**src/rtl/rx_frame_dispatcher.sv**
```systemverilog
// rtl/rx_frame_dispatcher.sv - drains committed Rx ring frames onto an AXI4-Stream master
//
// Reads the two-word header at each ring frame base, streams the payload words
// with byte keeps and per-packet tuser, then releases ring space by advancing
// commited_rd_address. Malformed headers drop all pending frames.
//
// Ports:
//   clk, reset_n              clock, asynchronous active-low reset
//   commited_wr_address [AW]  next free header slot from the Rx MAC side
//   commited_rd_address [AW]  oldest unconsumed frame base (ring release pointer)
//   rd_addr [AW] / rd_data    buffer read port, data valid 1 cycle after address
//   m_axis_*                  AXI4-Stream master (tdata/tkeep/tuser/tvalid/tlast/tready)
//   err_count [32]            count of malformed headers
// Optional macro RX_DISPATCH_STATS_EN adds frame_count[32] and byte_count[48].
module rx_frame_dispatcher #(
    parameter int AW      = 10,
    parameter int MAX_LEN = 9600
) (
    input  logic          clk,
    input  logic          reset_n,
    input  logic [AW-1:0] commited_wr_address,
    output logic [AW-1:0] commited_rd_address,
    output logic [AW-1:0] rd_addr,
    input  logic [63:0]   rd_data,
    output logic [63:0]   m_axis_tdata,
    output logic [7:0]    m_axis_tkeep,
    output logic [95:0]   m_axis_tuser,
    output logic          m_axis_tvalid,
    output logic          m_axis_tlast,
    input  logic          m_axis_tready,
`ifdef RX_DISPATCH_STATS_EN
    output logic [31:0]   frame_count,
    output logic [47:0]   byte_count,
`endif
    output logic [31:0]   err_count
);

    typedef enum logic [2:0] {
        S_IDLE, S_HDR, S_TS, S_DATA, S_COMMIT, S_ERR
    } state_t;

    localparam int          CW        = 14;
    localparam logic [16:0] MAX_LEN_W = 17'(MAX_LEN);

    state_t        state_q, state_d;
    logic [AW-1:0] crd_q, crd_d;
    logic [AW-1:0] raddr_q, raddr_d;
    logic [15:0]   len_q, len_d;
    logic [7:0]    src_q, src_d, des_q, des_d;
    logic [CW-1:0] reads_left_q, reads_left_d;
    logic [CW-1:0] loads_left_q, loads_left_d;
    logic          inflight_q, inflight_d;
    logic [63:0]   fifo_q [2];
    logic [63:0]   fifo_d [2];
    logic          fifo_rp_q, fifo_rp_d, fifo_wp_q, fifo_wp_d;
    logic [1:0]    fifo_cnt_q, fifo_cnt_d;
    logic [63:0]   tdata_q, tdata_d;
    logic [7:0]    tkeep_q, tkeep_d;
    logic [95:0]   tuser_q, tuser_d;
    logic          tvalid_q, tvalid_d, tlast_q, tlast_d;
    logic [31:0]   err_q, err_d;
`ifdef RX_DISPATCH_STATS_EN
    logic [31:0]   frames_q, frames_d;
    logic [47:0]   bytes_q, bytes_d;
`endif

    logic [15:0]   hdr_len;
    logic          hdr_bad;
    logic [16:0]   len_plus7;
    logic [CW-1:0] n_words;
    logic [7:0]    last_keep;
    logic          out_ready, rd_issue, push, pop, load;
    logic [63:0]   load_data;

    assign hdr_len   = rd_data[47:32];
    assign hdr_bad   = (hdr_len == 16'd0) || ({1'b0, hdr_len} > MAX_LEN_W);
    assign len_plus7 = {1'b0, len_q} + 17'd7;
    assign n_words   = len_plus7[16:3];
    assign last_keep = (len_q[2:0] == 3'd0) ? 8'hFF : ((8'h01 << len_q[2:0]) - 8'h01);
    assign out_ready = !tvalid_q || m_axis_tready;

    always_comb begin
        state_d      = state_q;
        crd_d        = crd_q;
        raddr_d      = raddr_q;
        len_d        = len_q;
        src_d        = src_q;
        des_d        = des_q;
        reads_left_d = reads_left_q;
        loads_left_d = loads_left_q;
        tuser_d      = tuser_q;
        err_d        = err_q;
        rd_issue     = 1'b0;
`ifdef RX_DISPATCH_STATS_EN
        frames_d     = frames_q;
        bytes_d      = bytes_q;
`endif

        // raddr_q rests on the frame base in IDLE, so the header read is
        // already on the port in the cycle a frame becomes visible.
        unique case (state_q)
            S_IDLE: begin
                if (crd_q != commited_wr_address) begin
                    raddr_d = raddr_q + AW'(1);
                    state_d = S_HDR;
                end
            end
            S_HDR: begin
                len_d = hdr_len;
                des_d = rd_data[23:16];
                src_d = rd_data[7:0];
                if (hdr_bad) begin
                    state_d = S_ERR;
                end else begin
                    raddr_d = raddr_q + AW'(1);
                    state_d = S_TS;
                end
            end
            S_TS: begin
                tuser_d      = {rd_data, des_q, src_q, len_q};
                rd_issue     = 1'b1;
                raddr_d      = raddr_q + AW'(1);
                reads_left_d = n_words - CW'(1);
                loads_left_d = n_words;
                state_d      = S_DATA;
            end
            S_DATA: begin
                // Output register plus 2-entry FIFO: a read is only issued if
                // the FIFO is guaranteed room when its data comes back.
                if (reads_left_q != '0 &&
                    ({1'b0, fifo_cnt_q} + {2'b0, inflight_q}) < 3'd2) begin
                    rd_issue     = 1'b1;
                    raddr_d      = raddr_q + AW'(1);
                    reads_left_d = reads_left_q - CW'(1);
                end
                if (tvalid_q && m_axis_tready && tlast_q)
                    state_d = S_COMMIT;
            end
            S_COMMIT: begin
                // After the last read raddr_q already points at B+2+N.
                crd_d   = raddr_q;
                state_d = S_IDLE;
`ifdef RX_DISPATCH_STATS_EN
                frames_d = frames_q + 32'd1;
                bytes_d  = bytes_q + {32'd0, len_q};
`endif
            end
            S_ERR: begin
                crd_d   = commited_wr_address;
                raddr_d = commited_wr_address;
                err_d   = err_q + 32'd1;
                state_d = S_IDLE;
            end
            default: state_d = S_IDLE;
        endcase

        // Output register fill: FIFO head first, else bypass the returning read.
        push      = 1'b0;
        pop       = 1'b0;
        load      = 1'b0;
        load_data = fifo_q[fifo_rp_q];
        if (out_ready && fifo_cnt_q != 2'd0) begin
            load = 1'b1;
            pop  = 1'b1;
            push = inflight_q;
        end else if (out_ready && inflight_q) begin
            load      = 1'b1;
            load_data = rd_data;
        end else begin
            push = inflight_q;
        end

        tdata_d  = tdata_q;
        tkeep_d  = tkeep_q;
        tlast_d  = tlast_q;
        tvalid_d = tvalid_q;
        if (load) begin
            tdata_d      = load_data;
            tvalid_d     = 1'b1;
            tlast_d      = (loads_left_q == CW'(1));
            tkeep_d      = (loads_left_q == CW'(1)) ? last_keep : 8'hFF;
            loads_left_d = loads_left_q - CW'(1);
        end else if (out_ready) begin
            tvalid_d = 1'b0;
        end

        fifo_d[0]  = fifo_q[0];
        fifo_d[1]  = fifo_q[1];
        fifo_wp_d  = fifo_wp_q;
        fifo_rp_d  = fifo_rp_q;
        if (push) begin
            fifo_d[fifo_wp_q] = rd_data;
            fifo_wp_d         = ~fifo_wp_q;
        end
        if (pop)
            fifo_rp_d = ~fifo_rp_q;
        fifo_cnt_d = fifo_cnt_q + {1'b0, push} - {1'b0, pop};
        inflight_d = rd_issue;
    end

    always_ff @(posedge clk or negedge reset_n) begin
        if (!reset_n) begin
            state_q      <= S_IDLE;
            crd_q        <= '0;
            raddr_q      <= '0;
            len_q        <= '0;
            src_q        <= '0;
            des_q        <= '0;
            reads_left_q <= '0;
            loads_left_q <= '0;
            inflight_q   <= 1'b0;
            fifo_q[0]    <= '0;
            fifo_q[1]    <= '0;
            fifo_rp_q    <= 1'b0;
            fifo_wp_q    <= 1'b0;
            fifo_cnt_q   <= '0;
            tdata_q      <= '0;
            tkeep_q      <= '0;
            tuser_q      <= '0;
            tvalid_q     <= 1'b0;
            tlast_q      <= 1'b0;
            err_q        <= '0;
`ifdef RX_DISPATCH_STATS_EN
            frames_q     <= '0;
            bytes_q      <= '0;
`endif
        end else begin
            state_q      <= state_d;
            crd_q        <= crd_d;
            raddr_q      <= raddr_d;
            len_q        <= len_d;
            src_q        <= src_d;
            des_q        <= des_d;
            reads_left_q <= reads_left_d;
            loads_left_q <= loads_left_d;
            inflight_q   <= inflight_d;
            fifo_q[0]    <= fifo_d[0];
            fifo_q[1]    <= fifo_d[1];
            fifo_rp_q    <= fifo_rp_d;
            fifo_wp_q    <= fifo_wp_d;
            fifo_cnt_q   <= fifo_cnt_d;
            tdata_q      <= tdata_d;
            tkeep_q      <= tkeep_d;
            tuser_q      <= tuser_d;
            tvalid_q     <= tvalid_d;
            tlast_q      <= tlast_d;
            err_q        <= err_d;
`ifdef RX_DISPATCH_STATS_EN
            frames_q     <= frames_d;
            bytes_q      <= bytes_d;
`endif
        end
    end

    assign commited_rd_address = crd_q;
    assign rd_addr             = raddr_q;
    assign m_axis_tdata        = tdata_q;
    assign m_axis_tkeep        = tkeep_q;
    assign m_axis_tuser        = tuser_q;
    assign m_axis_tvalid       = tvalid_q;
    assign m_axis_tlast        = tlast_q;
    assign err_count           = err_q;
`ifdef RX_DISPATCH_STATS_EN
    assign frame_count         = frames_q;
    assign byte_count          = bytes_q;
`endif

endmodule

```
**config.mk**
```make
export PLATFORM = sky130hd
export DESIGN_NAME = rx_frame_dispatcher
export DESIGN_NICKNAME = d
export VERILOG_FILES = /design/src/rtl/rx_frame_dispatcher.sv
export SDC_FILE = /design/constraint.sdc
export NUM_CORES = 1
export LEC_CHECK = 0
export BUFFER_PORTS_ARGS = -buffer_cell sky130_fd_sc_hd__clkbuf_2
export CORE_MARGIN = 4
export CORE_UTILIZATION = 51
export CTS_CLUSTER_SIZE = 20
export DETAILED_ROUTE_END_ITERATION = 12
export GPL_TIMING_DRIVEN = 0
export PLACE_DENSITY = 0.76
export SETUP_SLACK_MARGIN = 0.05
export SKIP_LAST_GASP = 1
export SLEW_MARGIN = 0
export SYNTH_ARGS = -nofsm -noshare
export SYNTH_HDL_FRONTEND = slang
export SYNTH_SLANG_ARGS = --single-unit
```
**constraint.sdc**
```tcl
create_clock -name clk -period 2.6 [get_ports clk]
set_input_delay 0 -clock clk [delete_from_list [all_inputs] [get_ports clk]]
set_output_delay 0 -clock clk [all_outputs]
set_load 0.01 [all_outputs]
```
==> qor.yml, run 1 <==
grt:
  grt_pass1_wl_um: 84180
  antenna_found_initial: 0
  grt_pass1_vias: 15490
  track_usage_pct: 26.72
  grt_max_degree: 115
  grt_overflow: 0
setup_path:
  cp-end-kind: "register"
  cp.arrival_ns: 3.17
  worstSetupPathType: "reg -> reg"
  rr_endpoint: "reads_left_q[10]"
  worstPathRequired_ns: 3.04
  cp_top_family: "simple AND/OR/NAND/NOR gates"
  slowest_delay_ns: 0.53
  crit_path_start_kind: "register"
  reg2reg_depth: 10
  rrSetupSlack_ns: -0.13
  cp_cell_sequence: "buf_6 > or4_4 > and2_4 > mux2i_2 > ha_2 > o31a_1 > nand4b_1 > or3_1 > a21oi_1 > nor3_1"
  crit_fanout: 4
  slowest_stage: "or4_4"
  crit_buf_inv: 1
  r2r-start: "len_q[1]"
floorplanning:
  dieArea_mm2: 0.03946
  start_util_pct: 51.87
  rows: 69
  pin_count: 299
  die-width_um: 198.7
  coreArea_mm2: 0.03574
  die_h_um: 198.7
detailed_routing:
  routedWlPerCell_um: 19.82
  drtAntennaViolNets: 0
  drc: 0
  via_count: 15120
  drt_iter0_drc: 1131
  postRouteWirelength_um: 53130
  via_per_inst: 5.641
  firstDrtPassIters: 7
status:
  violations: "negative setup slack"
  status: "complete, but fails checks"
cells_and_area:
  area_delta_synth_final_pct: 25.84
  fin_nets: 2271
  final_core_util_pct: 65.27
  final_area_mm2: 0.02333
  stdcell_count: 2680
  drive_gt1_share_pct: 28.27
yosys:
  syn_avg_cell_area_um2: 10.65
  synth-seq-area-share_pct: 56.43
  netlist_area_mm2: 0.01854
  synthCells: 1741
  synth.distinct_cells: 73
  ys_seq_elements: 418
  async_flop_share_pct: 100.0
  synth-edff-count: 0
  syn_nets: 1825
  synth_ff_type: "dfrtp_1"
  yosys_warnings: 0
cts:
  clk_pin_slew_ns: 0.06
  ctsLongestPathBuffers: 3
  root_buffer: "clkbuf_16"
  cts_tree: "done"
  cts_buffers: 44
  htreeDepth: 2
  clock_latency_ns: 0.57
  cts_sinks: 418
timing:
  setup_tns_ns: -0.2931
  min_period_ns: 2.734
  fmax_mhz: 365.8
  fin_crit_sh_pct: 105.2
  fin_ws_ns: -0.1340
  worstMarginPinSlew_ns: 0.8874
  hold_viol_final: 0
  rsz0062_at_grt: "yes"
  setup_violations: 3
  max-slew-margin-rel_pct: 40.62
  slew_violations: 0
  skew_ns: 0.01332
placed_design:
  io_buffers: 298
  dp.final_hpwl_um: 35950
  placed_area_mm2: 0.02074
  dp_slack_ns: -0.7244
  place_congestion: 0.9072
  numPlacedInstances: 2504
pwr:
  p_per_area_mw_per_mm2: 1261
  power.leakage_nw: 11.07
  ir_drop_mv: 0.6704
hold_path:
  hold_path.class: "in -> async"
run:
  cap_violations: 0
tightest hold or removal path: stages:
cell and delay [ns]:
dlygate4sd3_1 0.54, clkbuf_8 0.19, buf_12 0.21
repair_timing:
action / in CTS / in global routing
hold endpoints to repair: 644 / 0
setup endpoints to repair: 200 / 154
buffers inserted: 12 / 9
pin swaps: 10 / 12
gates resized for setup: 27 / 30
hold buffers: 77 / 0
power breakdown:
group | leakage (nW) | switching [mW] | total (mW) | internal, mW
Combinational | 5.24 | 6.55 | 11.6 | 5.06
Clock | 0.727 | 2.60 | 6.41 | 3.81
Sequential | 5.10 | 1.99 | 11.4 | 9.42
through the flow:
stage / hold slack [ns] / total power, mW
after global routing: 0.02462 / 31.31
after detailed placement: -0.06307 / 22.44
final: 0.01764 / 29.43
after global placement: 0.2424 / 21.95
after CTS: 0.004671 / 29.29
after floorplan: -0.2956 / 18.23
worst max-delay path by stage:
stage | startpoint | endpoint | slack [ns] | cells past startpoint
floorplan | len_q[2] | reads_left_q[8] | 0.05 | 10
global placement | reset_n | m_axis_tuser[46] | -7.62 | 1
detailed placement | state_q[0] | m_axis_tuser[91] | -0.72 | 8
CTS | len_q[1] | reads_left_q[12] | -0.14 | 10
global route | len_q[1] | reads_left_q[12] | -0.24 | 10
finish | len_q[1] | reads_left_q[10] | -0.13 | 10
cell families after synthesis:
family	count (synthesis)	share of synthesized area [%]
AND/OR/NAND/NOR	649	15.30
flip-flops	418	56.43
AO/OA/AOI/OAI	288	10.11
multiplexers	209	12.37
buffers and inverters	111	2.491
XOR/XNOR	59	2.828
adder cells (fa/ha/maj)	7	0.4724
flip-flops by register name, indices dropped and copies added, names as in the netlist:
signal and cells:
fifo_wp_q 1, state_q 3, m_axis_tvalid 1, reads_left_q 14
m_axis_tlast 1, len_q 16, fifo_rp_q 1, m_axis_tuser 96
m_axis_tdata 64, fifo_cnt_q 2, commited_rd_address 10, fifo_q 128
m_axis_tkeep 8, err_count 32, inflight_q 1, des_q 8
rd_addr 10, src_q 8, loads_left_q 14
cell usage after synthesis (all sizes together), types with 3 or more instances:
library cell  instances  area share [%]
a211oi               33             1.3
a21o                  4            0.16
a21oi                40             1.1
a22o                  3            0.14
a22oi                39             1.6
a311oi                5            0.24
a31oi                37             1.2
and3                 17            0.61
and4                  5            0.25
buf                  19            0.63
clkbuf               80             1.6
dfrtp               418              56
ha                    7            0.47
inv                  11            0.22
mux2                161             9.8
mux2i                48             2.6
nand2               427             8.6
nand2b                7            0.28
nand3                34            0.92
nand3b                3            0.12
nand4                12            0.40
nand4b                3            0.14
nor2                 63             1.3
nor2b                31             1.0
nor3                 16            0.43
nor4                 10            0.37
o211ai                6            0.30
o21ai                83             2.3
o22ai                 9            0.30
o31ai                 3            0.12
or2                   4            0.13
or3                   9            0.32
or4                   4            0.20
xnor2                42             2.0
xor2                 17            0.84
layout by cell type, fill, tap and decap left out, types with 10 or more instances in the layout:
master / n
dfrtp_1: 418
mux2_2: 161
mux2i_1: 47
clkbuf_1: 70
and3_1: 14
nand2_1: 426
inv_1: 10
a211oi_1: 32
nor2_1: 60
dlygate4sd3_1: 76
a31oi_1: 36
nand4_1: 12
clkbuf_8: 13
clkbuf_2: 309
nand3_1: 34
a21oi_1: 39
nor3_1: 15
nor2b_1: 31
a22oi_1: 39
xor2_1: 15
o21ai_0: 75
buf_4: 26
clkbuf_16: 45
xnor2_1: 40
cell type report:
class / count / area (um2)
Tap cell: 461 / 576.8
Fill cell: 2761 / 12410
Sequential cell: 418 / 10460
Clock inverter: 15 / 168.9
Inverter: 12 / 45.04
Multi-Input combinational cell: 1212 / 7771
Antenna cell: 1 / 2.502
Clock buffer: 62 / 1310
Timing Repair Buffer: 400 / 2546
Buffer: 99 / 447.9
per-layer routing:
layer,vias up,GRT usage (%),wire [um]
li1,6950,-,-
met1,7490,35.81,22140
met2,548,43.11,25370
met3,131,4.946,3485
met4,0,11.47,2135
met5,-,0,0
Note: power is estimated with default switching activity, not from simulation.
==> run 2, diff against run 1 <==
Settings changed: CORE_UTILIZATION 51 to 40, PLACE_DENSITY 0.76 to 0.62.
==> run 2 against run 1 <==
  * The run still ends with negative setup slack left
  * Power rose by 1.6%
  * Worst setup slack improved by 0.038 ns
  * Non-clock buffer count fell by 3
  * Wire length rose by 4.3%
  * Sequential cell count did not move
  * Critical path type unchanged
  * Critical endpoint unchanged
  * Highest routed layer unchanged
==> qor.yml, run 2 (synthesized netlist as in run 1, its figures left out) <==
detailed_routing:
  drt_iter0_drc: 1026  # was 1131
  drc: 0  # unchanged
  wl_met3_um: 3128  # was 3485 um
  firstDrtPassIters: 5  # was 7
  routed.top_layer: "met4"  # unchanged
  drtAntennaViolNets: 0  # unchanged
  postRouteWirelength_um: 55410  # was 53130 um
  routedWlPerCell_um: 19.63  # was 19.82 um
  wl_met2_um: 26890  # was 25370 um
  wl_met1_um: 23450  # was 22140 um
  via_count: 14990  # was 15120
  via_per_inst: 5.309  # was 5.641
pwr:
  total_power_mw: 29.91  # was 29.43 mW
  p_per_area_mw_per_mm2: 1265  # was 1261 mW/mm2
  ir_drop_mv: 0.6920  # was 0.6704 mV
  power.leakage_nw: 11.15  # was 11.07 nW
cts:
  htreeDepth: 2  # unchanged
  clock_latency_ns: 0.57  # about the same
  cts_buffers: 46  # was 44
  ctsLongestPathBuffers: 3  # unchanged
  root_buffer: "clkbuf_16"  # unchanged
  cts_sinks: 418  # unchanged
  clk_pin_slew_ns: 0.06  # about the same
  cts_tree: "done"  # unchanged
timing:
  fin_crit_sh_pct: 103.7  # was 105.2%
  hold_viol_final: 0  # unchanged
  skew_ns: 0.01261  # was 0.01332 ns
  min_period_ns: 2.696  # was 2.734 ns
  fin_ws_ns: -0.09613  # was -0.1340 ns
  setup_violations: 2  # was 3
  slew_violations: 0  # unchanged
  rsz0062_at_grt: "yes"  # unchanged
  fmax_mhz: 370.9  # was 365.8 MHz
  max-slew-margin-rel_pct: 43.85  # was 40.62%
  worstMarginPinSlew_ns: 0.8422  # was 0.8874 ns
setup_path:
  cp_cell_sequence: "buf_6 > or4_4 > and2_4 > mux2i_2 > ha_2 > o31a_1 > nand4b_1 > buf_4 > o21ai_0 > a21oi_1 > nor3_1"  # was buf_6 > or4_4 > and2_4 > mux2i_2 > ha_2 > o31a_1 > nand4b_1 > or3_1 > a21oi_1 > nor3_1
  worstSetupPathType: "reg -> reg"  # unchanged
  cp_top_family: "simple AND/OR/NAND/NOR gates"  # unchanged
  slowest_stage: "or4_4"  # unchanged
  crit_fanout: 5  # was 4
  crit_buf_inv: 2  # was 1
  cp.arrival_ns: 3.18  # was 3.17 ns
  worstPathRequired_ns: 3.08  # was 3.04 ns
  slowest_delay_ns: 0.53  # about the same
  cp-end-kind: "register"  # unchanged
  crit_path_start_kind: "register"  # unchanged
floorplanning:
  die_h_um: 223.3  # was 198.7 um
  die-width_um: 223.3  # was 198.7 um
  pin_count: 299  # unchanged
  dieArea_mm2: 0.04985  # was 0.03946 mm2
  start_util_pct: 40.67  # was 51.87%
  rows: 78  # was 69
  coreArea_mm2: 0.04558  # was 0.03574 mm2
cells_and_area:
  drive_gt1_share_pct: 28.76  # was 28.27%
  final_common_cell: "nand2_1"  # unchanged
  final_cell_mix: "426 x nand2_1, 418 x dfrtp_1, 313 x clkbuf_2, 161 x mux2_2, 76 x dlygate4sd3_1"  # was 426 x nand2_1, 418 x dfrtp_1, 309 x clkbuf_2, 161 x mux2_2, 76 x dlygate4sd3_1
  fin_nets: 2270  # was 2271
  regMostFlops: "fifo_q"  # unchanged
  stdcell_count: 2823  # was 2680
  largest_reg_flops: 128  # unchanged
  area_delta_synth_final_pct: 27.49  # was 25.84%
grt:
  track_usage_pct: 21.73  # was 26.72%
  antenna_found_initial: 1  # was 0
  grt_pass1_vias: 15240  # was 15490
  grt_pass1_wl_um: 86960  # was 84180 um
  grt_overflow: 0  # unchanged
  grt_max_degree: 118  # was 115
placed_design:
  dp.final_hpwl_um: 38430  # was 35950 um
  numPlacedInstances: 2643  # was 2504
  io_buffers: 298  # unchanged
  place_congestion: 0.8682  # was 0.9072
status:
  violations: "negative setup slack"  # unchanged
  status: "complete, but fails checks"  # unchanged
run:
  cap_violations: 0  # unchanged
hold_path:
  hold_path.class: "in -> async"  # unchanged
run 2: worst reg2reg max path: stages, from the launching register on:
cell and delay (ns):
dfrtp_1 0.39, buf_6 0.13, or4_4 0.53, and2_4 0.16
mux2i_2 0.17, ha_2 0.24, o31a_1 0.17, nand4b_1 0.19
buf_4 0.21, o21ai_0 0.15, a21oi_1 0.09, nor3_1 0.18
run 2: final timing paths:
check,startpoint,end,slack [ns],depth (start not counted)
max in group asynchronous,reset_n,m_axis_tdata[14],1.58,4
worst min-delay path,reset_n,m_axis_tuser[75],0.04,3
worst max register to register,len_q[1],reads_left_q[10],-0.1,11
min in group clk,rd_data[55],m_axis_tuser[87],0.22,4
worst max-delay path,len_q[1],reads_left_q[10],-0.1,11
worst min register to register,src_q[4],m_axis_tuser[20],0.46,2
run 2: stage by stage:
step / TNS (ns) / utilization (%) / cell area [um2] / hold slack [ns] / setup WS, ns
finish: -0.1419 / 51.86 / 23630 / 0.04218 / -0.09613
global route: -0.6183 / 51.86 / 23630 / 0.07958 / -0.2036
CTS: -0.1917 / 51.61 / 23520 / 0.04142 / -0.1411
detailed placement: -56.49 / 45.89 / 20920 / 0.01364 / -0.8000
global placement: -3332.27 / 45.63 / 20800 / 0.2459 / -7.901
floorplan: 0 / - / 18560 / -0.2956 / 0.05040
run 2: layer usage:
layer	GRT usage (%)	up-vias
met3	4.789	117
li1	-	6964
met5	0	-
met4	7.556	0
met2	36.22	428
met1	28.16	7479
run 2: area by class of cell:
cell class / count / area [um2]
Inverter: 12 / 45.04
Clock buffer: 64 / 1330
Tap cell: 600 / 750.7
Multi-Input combinational cell: 1212 / 7779
Fill cell: 4060 / 21940
Antenna cell: 1 / 2.502
Buffer: 98 / 460.4
Timing Repair Buffer: 398 / 2545
Clock inverter: 20 / 261.5
Sequential cell: 418 / 10460
run 2: report_power, final:
part / switching, mW / internal [mW] / total [mW]
registers: 1.96 / 9.42 / 11.4
logic: 6.58 / 5.07 / 11.6
clock network: 2.71 / 4.17 / 6.88
total: 11.3 / 18.7 / 29.9
run 2: repair_timing:
item	CTS	global route
pin swaps	11	7
hold endpoints to repair	613	0
setup endpoints to repair	245	155
setup buffers	16	3
gates resized for setup	33	37
hold buffers	77	0
